## src/rtl/op_issuer_if.sv

```systemverilog
// Opcode issue bus between the sequencer (master) and the opcode decoder (slave).
// Carries a valid/ready handshake plus the opcode being offered.
interface op_issuer_if #(
    parameter int OP_WIDTH = 4
);
    logic                op_valid;
    logic                op_ready;
    logic [OP_WIDTH-1:0] opcode;

    modport master (output op_valid, output opcode, input op_ready);
    modport slave  (input op_valid, input opcode, output op_ready);
endinterface

```

## src/rtl/op_issuer.sv

```systemverilog
// Program sequencer: fetches {rep, opcode} words and issues each opcode rep+1 times.
// Latency: start in cycle 0 -> op_valid in cycle 2; one FETCH bubble per new word.
// Backpressure: opcode/pc held with op_valid high until op_ready. Option: OP_ISSUER_LOOP_EN.
module op_issuer #(
    parameter  int OP_WIDTH  = 4,
    parameter  int REP_WIDTH = 4,
    parameter  int DEPTH     = 16,
    localparam int AW        = $clog2(DEPTH)
) (
    input  logic                          clk,
    input  logic                          rst_n,
    input  logic                          prog_we,
    input  logic [AW-1:0]                 prog_addr,
    input  logic [REP_WIDTH+OP_WIDTH-1:0] prog_data,
    input  logic                          start,
`ifdef OP_ISSUER_LOOP_EN
    input  logic                          stop,
`endif
    op_issuer_if.master                   iss,
    output logic [AW-1:0]                 pc,
    output logic                          busy,
    output logic                          done
);
    localparam int W = REP_WIDTH + OP_WIDTH;
    localparam logic [OP_WIDTH-1:0] HALT    = '1;
    localparam logic [AW-1:0]       LAST_PC = AW'(DEPTH - 1);

    typedef enum logic [1:0] {S_IDLE, S_FETCH, S_ISSUE, S_DONE} state_t;

    state_t                state_q, state_d;
    logic [AW-1:0]         pc_q, pc_d;
    logic [REP_WIDTH-1:0]  rep_q, rep_d;
    logic [OP_WIDTH-1:0]   opcode_q, opcode_d;
    logic [W-1:0]          mem [DEPTH];
    logic [W-1:0]          rd_q;
    logic [OP_WIDTH-1:0]   fetch_op;
    logic [REP_WIDTH-1:0]  fetch_rep;
    logic                  end_to_done;

    assign fetch_op  = rd_q[OP_WIDTH-1:0];
    assign fetch_rep = rd_q[W-1:OP_WIDTH];

    // At end of program the loop build wraps unless stop is asserted.
`ifdef OP_ISSUER_LOOP_EN
    assign end_to_done = stop;
`else
    assign end_to_done = 1'b1;
`endif

    always_comb begin
        state_d  = state_q;
        pc_d     = pc_q;
        rep_d    = rep_q;
        opcode_d = opcode_q;
        case (state_q)
            S_IDLE: begin
                if (start) begin
                    pc_d    = '0;
                    state_d = S_FETCH;
                end
            end
            S_FETCH: begin
                if (fetch_op == HALT) begin
                    if (end_to_done) begin
                        state_d = S_DONE;
                    end else begin
                        pc_d    = '0;
                        state_d = S_FETCH;
                    end
                end else begin
                    opcode_d = fetch_op;
                    rep_d    = fetch_rep;
                    state_d  = S_ISSUE;
                end
            end
            S_ISSUE: begin
                if (iss.op_ready) begin
                    if (rep_q != '0) begin
                        rep_d = rep_q - REP_WIDTH'(1);
                    end else if (pc_q == LAST_PC) begin
                        if (end_to_done) begin
                            state_d = S_DONE;
                        end else begin
                            pc_d    = '0;
                            state_d = S_FETCH;
                        end
                    end else begin
                        pc_d    = pc_q + AW'(1);
                        state_d = S_FETCH;
                    end
                end
            end
            S_DONE:  state_d = S_IDLE;
            default: state_d = S_IDLE;
        endcase
    end

    always_ff @(posedge clk or negedge rst_n) begin
        if (!rst_n) begin
            state_q  <= S_IDLE;
            pc_q     <= '0;
            rep_q    <= '0;
            opcode_q <= '0;
        end else begin
            state_q  <= state_d;
            pc_q     <= pc_d;
            rep_q    <= rep_d;
            opcode_q <= opcode_d;
        end
    end

    // Reading at the next pc makes the word available during the FETCH cycle.
    always_ff @(posedge clk) begin
        if (state_q == S_IDLE && prog_we) begin
            mem[prog_addr] <= prog_data;
        end
        rd_q <= mem[pc_d];
    end

    assign iss.op_valid = (state_q == S_ISSUE);
    assign iss.opcode   = opcode_q;
    assign pc           = pc_q;
    assign busy         = (state_q != S_IDLE);
    assign done         = (state_q == S_DONE);
endmodule

```

## src/flat_wrapper.sv

```systemverilog
// flat-port wrapper written by rule: the top's interface ports become plain ports
module op_issuer_flat 
#(
    parameter  int OP_WIDTH  = 4,
    parameter  int REP_WIDTH = 4,
    parameter  int DEPTH     = 16,
    localparam int AW        = $clog2(DEPTH)
)
  (clk, rst_n, prog_we, prog_addr, prog_data, start, pc, busy, done, iss_op_valid, iss_opcode, iss_op_ready);
  op_issuer_if #(.OP_WIDTH(OP_WIDTH)) iss_i ();
  input  logic clk;
  input  logic rst_n;
  input  logic prog_we;
  input  logic [AW-1:0] prog_addr;
  input  logic [REP_WIDTH+OP_WIDTH-1:0] prog_data;
  input  logic start;
  output logic [AW-1:0] pc;
  output logic busy;
  output logic done;
  output wire logic [$bits(iss_i.op_valid)-1:0] iss_op_valid;
  output wire logic [$bits(iss_i.opcode)-1:0] iss_opcode;
  input wire logic [$bits(iss_i.op_ready)-1:0] iss_op_ready;
  assign iss_op_valid = iss_i.op_valid;
  assign iss_opcode = iss_i.opcode;
  assign iss_i.op_ready = iss_op_ready;
  op_issuer #(.OP_WIDTH(OP_WIDTH), .REP_WIDTH(REP_WIDTH), .DEPTH(DEPTH)) u_core (.clk(clk), .rst_n(rst_n), .prog_we(prog_we), .prog_addr(prog_addr), .prog_data(prog_data), .start(start), .iss(iss_i), .pc(pc), .busy(busy), .done(done));
endmodule
```

## config.mk

```make
export PLATFORM = sky130hd
export DESIGN_NAME = op_issuer_flat
export DESIGN_NICKNAME = d
export VERILOG_FILES = /design/src/rtl/op_issuer_if.sv /design/src/rtl/op_issuer.sv /design/src/flat_wrapper.sv
export SDC_FILE = /design/constraint.sdc
export NUM_CORES = 1
export LEC_CHECK = 0
export CORE_AREA = 8 8 86 145
export CTS_CLUSTER_DIAMETER = 80
export DETAILED_ROUTE_END_ITERATION = 8
export DIE_AREA = 0 0 94 153
export PLACE_DENSITY = 0.85
export SLEW_MARGIN = 30
export SYNTH_ARGS = -nofsm -noshare
export SYNTH_HDL_FRONTEND = slang
export SYNTH_SLANG_ARGS = --single-unit
```

## constraint.sdc

```tcl
create_clock -name clk -period 3.2 [get_ports clk]
set_clock_uncertainty 0.1 [all_clocks]
set_input_delay 0.64 -clock clk [delete_from_list [all_inputs] [get_ports clk]]
set_output_delay 0.64 -clock clk [all_outputs]
set_load 0.005 [all_outputs]
```

=== Yosys cells after proc, flatten, opt, wreduce, memory -nomap -nowiden ===
Memories as Yosys holds them, arrays and structs flattened. A register that Yosys moved wholly into a read port is not among the register bits.
Index checks and enable logic that the tools add are counted.
Widths: inputs -> output; s select.

* Add/subtract/negate cells: 2
* Eq/ne operators: 10
* Multiplexer cells: 17
* Bitwise operators: 1
* Reductions and logical operators: 8

{| class="wikitable"
|+ Operators with widths
! cell !! number
|-
| $mux 4 || 7
|-
| $pmux 4 s2 || 2
|-
| $eq 4x4->1 const B || 2
|-
| $mux 2 || 4
|-
| $pmux 2 s4 || 1
|-
| $ne 2x2->1 const B || 3
|-
| $add 4x1->4 const B || 1
|-
| $eq 2x2->1 const B || 2
|-
| $ne 2x1->1 const B || 2
|-
| $reduce_and 4->1 || 1
|-
| $reduce_bool 2->1 || 2
|-
| $reduce_bool 4->1 || 1
|-
| $sub 4x1->4 const B || 1
|-
| $mux 1 || 3
|-
| $reduce_and 3->1 || 1
|-
| $eq 2x1->1 const B || 1
|-
| $logic_not 2->1 || 1
|-
| $reduce_and 2->1 || 1
|-
| $logic_and 1x1->1 || 1
|-
| $not 1->1 || 1
|}

* Register bits after elaboration: 14
* RAM bits: 128
* Input bits: 17
* Output and inout bits: 11
* Word-level logic and storage cells: 43
* Memories kept: 1

{| class="wikitable"
|+ Memory list
! memory !! words !! bits a word !! rd ports !! clocked after memory_dff !! wr ports !! RTL line !! RTL
|-
| u_core.mem || 16 || 8 || 1 || 1 || 1 || op_issuer.sv:34 || <nowiki>logic [W-1:0] mem [DEPTH];</nowiki>
|}

=== Depth between registers and ports, before layout ===
* Depth in word-level cells: 5
* Mapped depth: 13
* Depth with buffers taken out: 10

=== Worst setup path after synthesis ===
No wires, ideal clock.

* Path type: input to register
* Start point: input port iss_op_ready
* End point: register u_core.rd_q[6], read port of u_core.mem
* Library setup time: 0.122 ns
* Arrival: 2.388 ns
* Required time: 2.978 ns
* Slack: 0.590 ns
* Cell stages on the path: 11
* Buffers on the path: 3
* Cells stage by stage: and4bb_2 -> nand2_2 -> or3_1 -> buf_6 -> and2_1 -> buf_6 -> clkinv_4 -> buf_8 -> and3_1 -> o32ai_1 -> a311o_1

* Word-level cells in the longest chain between the ends: 2

{| class="wikitable"
|+ Ends and longest elaborated chain
! what !! RTL line !! RTL
|-
| from (decl) || flat_wrapper.sv:22 || <nowiki>input wire logic [$bits(iss_i.op_ready)-1:0] iss_op_ready;</nowiki>
|-
| $mux 4 || op_issuer.sv:77 || <nowiki>if (iss.op_ready) begin</nowiki>
|-
| $pmux 4 s2 || op_issuer.sv:55 || <nowiki>case (state_q)</nowiki>
|-
| net u_core.pc_d[0] || op_issuer.sv:31 || <nowiki>logic [AW-1:0] pc_q, pc_d;</nowiki>
|-
| to (decl) || op_issuer.sv:35 || <nowiki>logic [W-1:0] rd_q;</nowiki>
|}

The timed path passes the listed nets, and every way through them passes these cells.
A chain may end at the register's enable or synchronous reset.

=== Worst setup path after layout ===
* Start point: register u_core.rep_q[0]
* End point: register u_core.rd_q[0], read port of u_core.mem

* Word-level cells in the longest chain between the ends: 4

{| class="wikitable"
|+ Ends and longest elaborated chain
! what !! RTL line !! RTL
|-
| from (decl) || op_issuer.sv:32 || <nowiki>logic [REP_WIDTH-1:0] rep_q, rep_d;</nowiki>
|-
| from (signal assigned) || op_issuer.sv:107 || <nowiki>rep_q <= rep_d;</nowiki>
|-
| $reduce_bool 4->1 || op_issuer.sv:78 || <nowiki>if (rep_q != '0) begin</nowiki>
|-
| $mux 4 || op_issuer.sv:78 ||
|-
| $mux 4 || op_issuer.sv:77 ||
|-
| $pmux 4 s2 || op_issuer.sv:55 ||
|}

No other way between the ends.

==> impl_metrics.yaml <==
logic_synthesis:
  seq_area_frac_synth: 0.7106
  synth-edff-count: 128
  yosysTopAreaCell: "edfxtp_1"
  ys_seq_elements: 150
  ys_async_sr_fraction: 0.09333
  yosysUniqueCellTypes: 44
  synthesis.instances: 456
  synth_top_area_frac: 0.6273
  synth_area_um2: 6127
  yosys_warnings: 0
  synthesis.nets: 476
  syn_area_per_cell_um2: 13.44
  synth_flop_cell: "edfxtp_1"
  synthTopCellsByArea: "edfxtp_1, dfrtp_1, nand2_1"
clocking:
  clock_path_buffers: 2
  post_cts_buffers: 0
  post_cts_resized: 0
  hold_buffers: 0
  clockRootBuffer: "clkbuf_16"
  cts_tree: "built"
  worstSkewPairLatency_ps: 420
  htree_levels: 4
  cts_buffers: 17
  cts.sinks: 150
  cts.reportedPaths.clkPinSlew_ps: 60
timing:
  layout_min_cycle_time_ps: 3011
  hold_violations: 0
  setup_slack_ps: 189.3
  fmax_ghz: 0.3321
  hold_ws_ps: 358.1
  finalSetupViolations: 0
  fin_crit_sh: 0.9408
  max_slew_margin: 0.5006
  rsz0062_at_grt: "false"
  maxSlewViolCount: 0
  worst_pin_slew_ps: 745.1
setup_path:
  endpoint_kind: "flip-flop"
  cp-start-kind: "flip-flop"
  reg2reg_to: "u_core.rd_q[0]$_DFF_P_"
  cpPeakStageDelay_ps: 510
  rr_startpoint: "u_core.rep_q[0]$_DFFE_PN0P_"
  path_cells: "inv_1, ha_1, and4bb_2, a21oi_1, a211oi_4, buf_4, nand2_1, and3_1, o32ai_1, a311o_1"
  arrival_ps: 3270
  crit_start: "u_core.rep_q[0]$_DFFE_PN0P_"
  r2r.worst_path.cells: 10
  critPathKind: "reg -> reg"
  reg2reg_slack_ps: 190
  path_buf_inv: 2
  crit_family: "compound AO/OA/AOI/OAI gates"
  required_ps: 3460
  crit_fanout: 48
  cp_slowest_cell: "buf_4"
  path_depth: 10
floorplanning:
  initial_core_util: 0.5830
  rows: 50
  die_y_um: 153
  dieArea_um2: 14380
  core_area_um2: 10510
  dieWidth_um: 94
  ioPinCount: 28
detailed_routing:
  avgViaCountPerCell: 6.326
  vias: 4080
  drt-total-wl_mm: 14.15
  firstDrtPassIters: 5
  route.detailed.drc: 0
  drtAntennaViolNets: 0
  detail_route.wl_per_cell_um: 21.93
  drtIter0Drc: 460
run:
  maxCapViolations: 0
global_routing:
  grt_use_total: 0.2058
  grt_max_degree: 66
  grt_pass1_vias: 4238
  grt_pass1_wl_mm: 21.81
  antenna_found_initial: 0
  grt-ovfl-total: 0
worst_hold_path:
  holdPathEnd: "u_core.rep_q[0]$_DFFE_PN0P_"
  hp-class: "reg -> reg"
  hold_depth: 2
  min_from: "u_core.rd_q[4]$_DFF_P_"
cells_and_area:
  drive_above_1_share: 0.1204
  fin_nets: 523
  diodes: 0
  area_growth_pct: 17.38
  final_common_cell: "edfxtp_1"
  final_cell_mix: "edfxtp_1, nand2_1, clkdlybuf4s50_1, buf_4, nor2_1"
  final_core_util: 0.6843
  final_area_um2: 7192
placement:
  place_congestion: 0.8660
  dpl_cell_area_um2: 6630
  port_buffers: 27
  pre_cts_ws_ps: -65.91
  dp_hpwl_mm: 9.118
power:
  irDropWorstVdd_uv: 718.5
  cellPowerDensity_nw_per_um2: 811.3
  leakage_nw: 2.522
status:
  outcome: "finished, final reports clean"
[Yosys cell counts, types with 3 or more instances]
master	n
nand2_1	93
o32ai_1	8
nand3_1	21
a311o_1	8
a22oi_1	9
buf_6	3
edfxtp_1	128
nor3_1	6
a22o_1	8
nor2_1	22
dfrtp_1	14
a21oi_1	15
and3_1	17
o21ai_0	6
a221oi_1	8
ha_1	3
clkbuf_1	6
mux2i_1	16
buf_2	12
and2_1	4
nand2b_1	5
inv_1	6
dfxtp_1	8
[tightest hold or removal path: cells and delay by family, from the launching register on]
| family | cells | cell delay, ps |
|---|---|---|
| flip-flops | 1 | 310 |
| AND/OR/NAND/NOR | 2 | 110 |
[report_power, final]
part | internal (mW) | switching (mW) | total, mW
Combinational | 0.640 | 0.883 | 1.52
Clock | 1.14 | 0.743 | 1.88
Sequential | 2.29 | 0.146 | 2.43
Total | 4.06 | 1.77 | 5.84
[cell type report]
type	count	area [um^2]
clock buffers	18	429.2
inverters	8	35.03
flip-flops and latches	150	4354
fillers	686	3318
multi-input cells	275	1615
clock inverters	13	132.6
well taps	130	162.7
repair buffers	51	462.9
[flip-flops by register name (all words and copies together) (netlist names)]
name,cells
u_core.state_q,2
u_core.mem,128
u_core.pc,4
u_core.rep_q,4
u_core.rd_q,8
u_core.iss.opcode,4
[cell families after synthesis]
group / synth area share
AOI/OAI and AO/OA: 0.09108
adders and majority gates: 0.006127
buffers and inverters: 0.02777
DFF: 0.7106
muxes: 0.02981
and+or+nand+nor: 0.1346
[per-stage QoR]
step           instances  setup TNS [ps]  total power, mW
2_1_floorplan        456               0            3.458
6_report             645               0            5.835
5_1_grt              645               0            6.059
3_5_place_dp         614          -229.8            3.936
3_3_place_gp         614               0            3.856
4_1_cts              645               0            5.824
[metal layers]
layer / track usage / vias up / part of all wire
met5: 0 / - / 0
met4: 0.1498 / 0 / 0.053
met3: 0.05444 / 64 / 0.064
met2: 0.3634 / 210 / 0.56
met1: 0.1952 / 2004 / 0.33
li1: - / 1802 / -
[worst max-delay path by stage]
stage | end | slack [ps]
6_report | u_core.rd_q[0]$_DFF_P_ | 190
5_1_grt | u_core.rd_q[2]$_DFF_P_ | 3
4_1_cts | u_core.rd_q[5]$_DFF_P_ | 230
3_5_place_dp | u_core.rd_q[2]$_DFF_P_ | -70
3_3_place_gp | u_core.rd_q[2]$_DFF_P_ | 30
2_1_floorplan | u_core.rd_q[6]$_DFF_P_ | 590
(Power assumes the default switching activity.)
